===== src/rtl/key_event_conditioner.sv =====
// Multi-channel push-button front end: synchronises, debounces and classifies key
// presses into short/long events with auto-repeat while a key is held.
module key_event_conditioner #(
  parameter int NUM_KEYS          = 4,
  parameter int DEBOUNCE_CYCLES   = 2000000,
  parameter int LONG_PRESS_CYCLES = 200000000,
  parameter int REPEAT_CYCLES     = 25000000,
  parameter int CNT_W             = 32
) (
  input  logic                clk,
  input  logic                reset,
  input  logic                enable,
  input  logic [NUM_KEYS-1:0] key_raw,
  output logic [NUM_KEYS-1:0] key_level,
  output logic [NUM_KEYS-1:0] press_pulse,
  output logic [NUM_KEYS-1:0] release_pulse,
  output logic [NUM_KEYS-1:0] short_pulse,
  output logic [NUM_KEYS-1:0] long_pulse,
  output logic [NUM_KEYS-1:0] repeat_pulse,
  output logic [NUM_KEYS-1:0] long_held
);

  typedef enum logic [1:0] {
    S_IDLE,
    S_PRESSED,
    S_LONG
  } state_e;

  localparam logic [CNT_W-1:0] DEB_LAST  = CNT_W'(DEBOUNCE_CYCLES - 1);
  localparam logic [CNT_W-1:0] LONG_LAST = CNT_W'(LONG_PRESS_CYCLES - 1);
  localparam logic [CNT_W-1:0] REP_LAST  = CNT_W'(REPEAT_CYCLES - 1);

  logic [NUM_KEYS-1:0] sync1_q;
  logic [NUM_KEYS-1:0] sync2_q;

  // Synchronisers ignore enable so a key held across a disable is seen at once.
  always_ff @(posedge clk or negedge reset) begin
    if (!reset) begin
      sync1_q <= '0;
      sync2_q <= '0;
    end else begin
      sync1_q <= key_raw;
      sync2_q <= sync1_q;
    end
  end

  for (genvar g = 0; g < NUM_KEYS; g++) begin : g_chan
    state_e           state_q, state_d;
    logic [CNT_W-1:0] deb_cnt_q, deb_cnt_d;
    logic [CNT_W-1:0] hold_cnt_q, hold_cnt_d;
    logic [CNT_W-1:0] rep_cnt_q, rep_cnt_d;
    logic             level_q, level_d;
    logic             press_q, press_d;
    logic             release_q, release_d;
    logic             short_q, short_d;
    logic             long_q, long_d;
    logic             rep_q, rep_d;
    logic             held_q, held_d;
    logic             flip;

    always_comb begin
      state_d    = state_q;
      deb_cnt_d  = deb_cnt_q;
      hold_cnt_d = hold_cnt_q;
      rep_cnt_d  = rep_cnt_q;
      level_d    = level_q;
      held_d     = held_q;
      press_d    = 1'b0;
      release_d  = 1'b0;
      short_d    = 1'b0;
      long_d     = 1'b0;
      rep_d      = 1'b0;
      flip       = 1'b0;

      if (!enable) begin
        state_d    = S_IDLE;
        deb_cnt_d  = '0;
        hold_cnt_d = '0;
        rep_cnt_d  = '0;
        level_d    = 1'b0;
        held_d     = 1'b0;
      end else begin
        if (sync2_q[g] != level_q) begin
          if (deb_cnt_q == DEB_LAST) begin
            flip      = 1'b1;
            level_d   = sync2_q[g];
            deb_cnt_d = '0;
          end else begin
            deb_cnt_d = deb_cnt_q + 1'b1;
          end
        end else begin
          deb_cnt_d = '0;
        end

        press_d   = flip & sync2_q[g];
        release_d = flip & ~sync2_q[g];

        // A release always wins over a long or repeat threshold on the same edge.
        case (state_q)
          S_IDLE: begin
            if (press_d) begin
              state_d    = S_PRESSED;
              hold_cnt_d = '0;
            end
          end
          S_PRESSED: begin
            if (release_d) begin
              state_d    = S_IDLE;
              short_d    = 1'b1;
              hold_cnt_d = '0;
            end else if (hold_cnt_q == LONG_LAST) begin
              state_d    = S_LONG;
              long_d     = 1'b1;
              held_d     = 1'b1;
              hold_cnt_d = '0;
              rep_cnt_d  = '0;
            end else begin
              hold_cnt_d = hold_cnt_q + 1'b1;
            end
          end
          S_LONG: begin
            if (release_d) begin
              state_d   = S_IDLE;
              held_d    = 1'b0;
              rep_cnt_d = '0;
            end else if (rep_cnt_q == REP_LAST) begin
              rep_d     = 1'b1;
              rep_cnt_d = '0;
            end else begin
              rep_cnt_d = rep_cnt_q + 1'b1;
            end
          end
          default: begin
            state_d = S_IDLE;
          end
        endcase
      end
    end

    always_ff @(posedge clk or negedge reset) begin
      if (!reset) begin
        state_q    <= S_IDLE;
        deb_cnt_q  <= '0;
        hold_cnt_q <= '0;
        rep_cnt_q  <= '0;
        level_q    <= 1'b0;
        press_q    <= 1'b0;
        release_q  <= 1'b0;
        short_q    <= 1'b0;
        long_q     <= 1'b0;
        rep_q      <= 1'b0;
        held_q     <= 1'b0;
      end else begin
        state_q    <= state_d;
        deb_cnt_q  <= deb_cnt_d;
        hold_cnt_q <= hold_cnt_d;
        rep_cnt_q  <= rep_cnt_d;
        level_q    <= level_d;
        press_q    <= press_d;
        release_q  <= release_d;
        short_q    <= short_d;
        long_q     <= long_d;
        rep_q      <= rep_d;
        held_q     <= held_d;
      end
    end

    assign key_level[g]     = level_q;
    assign press_pulse[g]   = press_q;
    assign release_pulse[g] = release_q;
    assign short_pulse[g]   = short_q;
    assign long_pulse[g]    = long_q;
    assign repeat_pulse[g]  = rep_q;
    assign long_held[g]     = held_q;
  end

endmodule


===== config.mk =====
export PLATFORM = sky130hd
export DESIGN_NAME = key_event_conditioner
export DESIGN_NICKNAME = d
export VERILOG_FILES = /design/src/rtl/key_event_conditioner.sv
export SDC_FILE = /design/constraint.sdc
export NUM_CORES = 1
export LEC_CHECK = 0
export ABC_AREA = 1
export BUFFER_PORTS_ARGS = -buffer_cell sky130_fd_sc_hd__buf_2
export CORE_MARGIN = 3
export CORE_UTILIZATION = 47
export DETAILED_ROUTE_END_ITERATION = 8
export SETUP_SLACK_MARGIN = 0.3
export SLEW_MARGIN = 15
export SYNTH_ARGS = -nofsm -noshare
export SYNTH_HDL_FRONTEND = slang
export SYNTH_SLANG_ARGS = --single-unit
export TNS_END_PERCENT = 50

===== constraint.sdc =====
create_clock -name clk -period 2.3 [get_ports clk]
set_clock_uncertainty 0.05 [all_clocks]
set_input_delay 0.46 -clock clk [delete_from_list [all_inputs] [get_ports clk]]
set_output_delay 0.46 -clock clk [all_outputs]
set_load 0.02 [all_outputs]

==> results.py, run 1 <==
metrics = {
    "outcome": {
        "run_status": "complete, no violations",
    },
    "cells_and_area": {
        "layout-drive-gt1-share_pct": 12.2,
        "post-route-util_pct": 56.6,
        "diodes": 0,
        "syn_to_final_growth_pct": 17.8,
        "finalNetCount": 4605,
        "final_design_area_no_fill_um2": 33800,
    },
    "run": {
        "maxCapViolCount": 0,
    },
    "synthesis": {
        "synthesis.area_per_instance_um2": 6.47,
        "synth_most_common_cell": "nand2_1",
        "synth_top_area_share_pct": 37.3,
        "syn-num-nets": 4452,
        "synth.lib_cells_used.distinct": 44,
        "synth_common_cells": "1558 x nand2_1, 844 x nor2_1, 428 x dfrtp_1",
        "share_of_synthesized_registers_carrying_an_async_set_or_reset_pct": 100,
        "count_of_flip_flops_with_a_built_in_enable_after_synthesis": 0,
        "synth.top_cells.by_area": "dfrtp_1 37%, nand2_1 20%, nor2_1 11%",
        "yosysWarnings": 0,
        "synth.cell_area_um2": 28700,
        "yosys_register_bits": 428,
        "synth_sequential_area_ratio_pct": 37.3,
        "netlist_instances": 4433,
        "synth_top_cell_by_area": "dfrtp_1",
        "prevailing_post_synth_register_cell": "dfrtp_1",
    },
    "route": {
        "num_vias": 27900,
        "firstDrtPassIters": 9,
        "totalWireLength_mm": 83.6,
        "wire_per_inst_um": 15.5,
        "drtAntennaViolNets": 0,
        "detail_route.drc_violations": 0,
        "first_iter_violations": 2090,
        "viasPerCell": 5.17,
    },
    "place": {
        "hpwlAfterDp_mm": 58.2,
        "dpl-instance-area_um2": 30100,
        "gp_congestion": 0.939,
        "port_buffers": 34,
    },
    "pwr": {
        "finalPower_uw": 18600,
        "pwr-share-seq_pct": 41.8,
        "p_per_area_nw_per_um2": 549,
        "swShare_pct": 25.5,
        "cellLeakagePower_uw": 0.0154,
        "power_frac_comb_pct": 9.3,
        "p_clk_share_pct": 48.9,
        "power.ir.vdd_worst_uv": 603,
        "p_int_uw": 13800,
        "power.net_switching_uw": 4730,
    },
    "grt": {
        "global_route.overflow_total": 0,
        "gr-usage-all-layers_pct": 24.7,
        "antenna_found_initial": 0,
        "pin_count_of_the_biggest_net_entering_global_routing": 86,
        "first_global_vias": 25600,
        "grt_first_pass_wirelength_mm": 132,
    },
    "min_path": {
        "hold_class": "primary input to flop",
    },
    "clock_network": {
        "clkSlewWorstSetupHoldPaths_ns": 0.06,
        "cts-buffers-inserted": 51,
        "cts_tree": "yes",
        "htree_num_levels": 2,
        "root_buffer": "clkbuf_16",
        "cts.sinks": 428,
        "clk_latency_ns": 0.61,
        "cts-root-to-sink-buffers": 3,
    },
    "worst_setup_path": {
        "cp_data_arrival_time_ns": 2.50,
        "critical_path.top_delay_family": "simple AND/OR/NAND/NOR gates",
        "worst_ep_required_time_ns": 2.74,
        "path_max_fanout": 11,
        "criticalPathCategory": "flop to flop",
        "critical_path_start_type": "flop",
        "timing.reg2reg.setup_slack_ns": 0.24,
        "critical_path.endpoint_type": "flop",
        "critical-path-top-cell-by-count": "nor2_4",
        "slowest_stage": "dfrtp_1",
        "critical_path_cell_list": "ha_2, nand2_2, nor2_4, buf_4, nand3_2, nor2_4, nand3_2, nor2_4, clkbuf_16, nor2_1, nand3_1, nand2_1",
        "critical_path_buf_inv_count": 2,
        "critical-path-max-stage-delay_ns": 0.38,
    },
    "sta": {
        "setup_violations": 0,
        "fmax_ghz": 0.486,
        "fin_tns_setup_ns": 0,
        "report.final.slew_viol_count": 0,
        "final.period_utilization_pct": 89.5,
        "post-route-min-period_ns": 2.06,
        "timing.max_slew.rel_slack_pct": 61.4,
        "grt_setup_unrepaired": "true",
        "hold_viol_final": 0,
        "tightestPinTransition_ns": 0.579,
    },
    "floorplan": {
        "die_width_um": 253,
        "floorplan.io_pins": 35,
        "start_util_pct": 48.1,
        "core.rowCount": 89,
        "die_extent_in_y_um": 253,
        "floorplan.die_area_um2": 64100,
        "core-area_um2": 59700,
    },
}
## stage by stage
stage | setup slack, ns | hold WS [ns] | instances
after global routing | 0.142 | 0.200 | 5401
after global placement | -0.0577 | 0.284 | 5235
final | 0.241 | 0.215 | 5401
after CTS | 0.241 | 0.184 | 5340
after floorplan | 0.472 | 0.114 | 4433
after detailed placement | -0.0976 | 0.285 | 5235
## power by group through the flow
stage	clock network [µW]	registers [µW]	logic, µW
6_report	9080	7750	1720
5_1_grt	9600	7760	1880
4_1_cts	9330	7750	1430
3_5_place_dp	0	7880	1380
3_3_place_gp	0	7880	1380
2_1_floorplan	0	7850	916
## metal layers
metal  wire length (µm)  part of all wire [%]  track usage, %
met5                  0                     0               0
met4               1680                   2.0            5.90
met3               4250                   5.1            2.93
met2              38600                    46            40.3
met1              39100                    47            35.2
## kinds of logic after synthesis
logic type                 after synthesis  synth area share [%]
DFF                                    428                  37.3
buffers and inverters                  542                  8.40
adders and majority gates               12                 0.523
xor gates and xnor gates               171                  5.22
and+or+nand+nor                       3170                  46.4
AOI/OAI and AO/OA                      110                  2.10
## path summary, 6_finish.rpt
kind | start | to | cells past startpoint
max in group asynchronous | reset | g_chan[2].deb_cnt_q[16] | 3
hold / removal | enable | g_chan[3].rep_cnt_q[9] | 3
setup reg to reg | g_chan[1].deb_cnt_q[0] | g_chan[1].hold_cnt_q[8] | 12
min in group asynchronous | reset | g_chan[2].hold_cnt_q[6] | 2
setup / recovery | g_chan[1].deb_cnt_q[0] | g_chan[1].hold_cnt_q[8] | 12
hold reg to reg | sync1_q[3] | sync2_q[3] | 0
## cell usage in the layout (no fill, tap or decap), types with 5 or more instances in the layout
master / Yosys / layout
xor2_1: 113 / 113
buf_6: 27 / 6
nor2_1: 844 / 780
a21oi_1: 51 / 51
clkbuf_16: 0 / 65
dlygate4sd3_1: 0 / 5
nand3b_1: 9 / 9
nor4_1: 7 / 7
inv_1: 409 / 402
ha_2: 0 / 5
nor3b_1: 8 / 8
nand4_1: 113 / 113
or2_2: 14 / 14
dfrtp_1: 428 / 420
nand3_1: 394 / 367
nand2_4: 2 / 11
nor2_2: 24 / 52
clkinvlp_4: 0 / 5
xnor2_1: 58 / 58
clkinv_2: 1 / 9
nand2_8: 0 / 5
and3_1: 6 / 6
o21ai_1: 11 / 12
nor2_4: 10 / 48
clkbuf_8: 0 / 13
nor3_1: 146 / 143
nand2_2: 16 / 49
nand2_1: 1558 / 1517
buf_12: 0 / 25
nand3_2: 8 / 27
o21ai_0: 29 / 27
buf_2: 32 / 32
nand3_4: 0 / 8
dfrtp_2: 0 / 8
buf_4: 35 / 126
inv_2: 12 / 17
o21a_1: 6 / 6
bufinv_16: 0 / 10
## state kept, by name, summed over array words and instances (netlist names)
| name | count |
|---|---|
| g_chan.long_q | 4 |
| sync1_q | 4 |
| g_chan.rep_q | 4 |
| g_chan.rep_cnt_q | 128 |
| g_chan.held_q | 4 |
| g_chan.short_q | 4 |
| sync2_q | 4 |
| g_chan.release_q | 4 |
| g_chan.hold_cnt_q | 128 |
| g_chan.press_q | 4 |
| g_chan.state_q | 8 |
| g_chan.deb_cnt_q | 128 |
| g_chan.level_q | 4 |
## worst reg2reg max path, cell delays in order (launching register included)
cell       delay [ns]
dfrtp_1          0.38
ha_2             0.21
nand2_2          0.07
nor2_4           0.15
buf_4            0.13
nand3_2          0.07
nor2_4           0.13
nand3_2          0.12
nor2_4           0.23
clkbuf_16        0.23
nor2_1           0.05
nand3_1          0.06
nand2_1          0.05
## layout make-up
class | count | area, µm²
clock inverter | 26 | 410
multi-input combinational | 3471 | 16500
tap | 773 | 967
timing repair buffer | 210 | 2090
fill | 5858 | 25900
timing repair inverter | 1 | 7.51
inverter | 423 | 1600
clock buffer | 69 | 1500
sequential | 428 | 10700
## repair_timing
action,CTS,global route
resized for setup,29,227
endpoints found under the setup margin,261,309
setup buffers,3,38
cloned,2,23
endpoints found under the hold margin,78,0
pin swaps,5,81
hold buffers,5,0
No activity file was read; power rests on OpenSTA's default activity.
==> run 2: changes to the inputs <==
CORE_UTILIZATION = 58   (was 47)
HOLD_SLACK_MARGIN = 0.02   (was unset)
PLACE_DENSITY = 0.77   (was unset)
clock period = 1.75 ns   (was 2.3 ns; I/O delays follow)
==> results.py, run 2 (synthesized netlist as in run 1, its figures left out) <==
metrics = {
    "route": {
        "viasPerCell": 5.71,
        "firstDrtPassIters": 9,
        "drtAntennaViolNets": 0,
        "num_vias": 33800,
        "wire_per_inst_um": 17.4,
        "totalWireLength_mm": 103,
        "first_iter_violations": 3766,
        "detail_route.drc_violations": 0,
    },
    "place": {
        "port_buffers": 34,
        "hpwlAfterDp_mm": 62.0,
        "gp_congestion": 1.00,
        "dpl-instance-area_um2": 34500,
    },
    "clock_network": {
        "cts-root-to-sink-buffers": 3,
        "clkSlewWorstSetupHoldPaths_ns": 0.07,
        "cts_tree": "yes",
        "htree_num_levels": 2,
        "cts.sinks": 428,
        "clk_latency_ns": 0.62,
        "cts-buffers-inserted": 49,
        "root_buffer": "clkbuf_16",
    },
    "sta": {
        "report.final.slew_viol_count": 0,
        "tightestPinTransition_ns": 0.762,
        "timing.max_slew.rel_slack_pct": 48.8,
        "hold_viol_final": 0,
        "setup_violations": 354,
        "fmax_ghz": 0.437,
        "grt_setup_unrepaired": "true",
        "final.period_utilization_pct": 131,
        "post-route-min-period_ns": 2.29,
        "final.setup.worst_slack_ns": -0.540,
    },
    "worst_setup_path": {
        "slowest_stage": "dfrtp_1",
        "worst-r2r-cell-count": 12,
        "timing.reg2reg.setup_slack_ns": -0.54,
        "critical-path-max-stage-delay_ns": 0.38,
        "cp-startpoint": "g_chan[3].hold_cnt_q[1]",
        "path_max_fanout": 3,
        "worst_ep_required_time_ns": 2.26,
        "critical_path.endpoint_type": "flop",
        "timing.rr.end": "g_chan[3].hold_cnt_q[29]",
        "worst_r2r_startpoint": "g_chan[3].hold_cnt_q[1]",
        "criticalPathCategory": "flop to flop",
        "critical-path-top-cell-by-count": "nand2_1",
        "cp_data_arrival_time_ns": 2.80,
        "critical_path_start_type": "flop",
        "worstSetupEndpoint": "g_chan[3].hold_cnt_q[29]",
        "critical_path_cell_list": "buf_4, buf_4, nand2_1, nor2_1, nand2_1, nor2_1, nand2_1, nand2_1, nand2_1, nor2_1, nand3_1, nand2_1",
    },
    "grt": {
        "antenna_found_initial": 1,
        "grt_first_pass_wirelength_mm": 150,
        "first_global_vias": 31500,
        "gr-usage-all-layers_pct": 34.3,
        "global_route.overflow_total": 0,
        "pin_count_of_the_biggest_net_entering_global_routing": 68,
    },
    "pwr": {
        "power.ir.vdd_worst_uv": 704,
        "cellLeakagePower_uw": 0.0193,
        "p_per_area_nw_per_um2": 631,
        "finalPower_uw": 25300,
    },
    "floorplan": {
        "core.rowCount": 80,
        "floorplan.io_pins": 35,
        "start_util_pct": 59.4,
        "core-area_um2": 48300,
        "floorplan.die_area_um2": 52200,
        "die_extent_in_y_um": 228,
        "die_width_um": 228,
    },
    "cells_and_area": {
        "reg_top3": "g_chan.deb_cnt_q (128), g_chan.hold_cnt_q (128), g_chan.rep_cnt_q (128)",
        "diodes": 0,
        "syn_to_final_growth_pct": 39.8,
        "layout_common_cells": "1333 x nand2_1, 740 x nor2_1, 712 x buf_4",
        "layout-drive-gt1-share_pct": 28.0,
        "fillCellCount": 3034,
        "final_design_area_no_fill_um2": 40100,
        "finalNetCount": 5244,
        "layout.cells.most_common": "nand2_1",
    },
    "run": {
        "maxCapViolCount": 0,
    },
    "min_path": {
        "hold_class": "primary input to async pin",
    },
    "outcome": {
        "run_status": "finished with violations",
        "violations": "setup timing",
    },
}
## run 2: area by class of cell
class	count	area, µm²	area share [%]
clock buffers	64	1400	3.48
repair buffers	844	7220	18.0
flip-flops and latches	428	10700	26.7
inverters	423	1620	4.03
multi-input cells	3478	17900	44.7
well taps	656	821	2.05
repair inverters	1	7.51	0.0187
clock inverters	28	408	1.02
## run 2: worst max-delay path, delay by kind of cell, from the launching register on
family	cells	cell delay, ns
DFF	1	0.38
and+or+nand+nor	10	1.56
buffers and inverters	2	0.24
## run 2: through the flow
step	setup TNS [ns]	hold slack [ns]	utilization, %	std cells	worst slack, ns
6_report	-63.67	0.166	83.0	5922	-0.540
5_1_grt	-96.81	0.185	83.0	5922	-0.739
4_1_cts	-27.08	0.152	78.4	5859	-0.166
3_5_place_dp	-91.55	0.187	71.4	5686	-0.661
3_3_place_gp	-74.17	0.189	71.4	5686	-0.563
2_1_floorplan	0	0.00441	-	4433	0.0358
## run 2: repair_timing
action | in CTS | in global routing
resized for setup | 212 | 401
setup endpoints to repair | 447 | 448
pin swaps | 90 | 135
gates cloned | 22 | 16
hold endpoints to repair | 300 | 0
buffers inserted | 54 | 47
hold buffers | 5 | 0
## run 2: worst min path at each step
stage | cells past startpoint | endpoint | slack (ns) | start
3_3_place_gp | 1 | g_chan[0].rep_cnt_q[20] | 0.19 | reset
4_1_cts | 2 | g_chan[0].rep_cnt_q[20] | 0.15 | reset
2_1_floorplan | 0 | g_chan[0].deb_cnt_q[0] | 0.004 | reset
6_report | 2 | g_chan[0].rep_cnt_q[20] | 0.17 | reset
5_1_grt | 2 | g_chan[3].state_q[1] | 0.18 | reset
3_5_place_dp | 1 | g_chan[0].rep_cnt_q[20] | 0.19 | reset
## run 2: layer usage
layer	vias to the layer above	track usage (%)	routed length, µm
met5	-	0	13
met4	2	13.8	5470
met3	599	5.33	10100
met2	2034	57.1	47900
met1	15600	44.9	39700
li1	15600	-	-
## run 2: power breakdown
group          internal, µW  switching, µW
clock network          7100           4570
registers             10000            122
logic                  1310           2160
total                 18400           6860
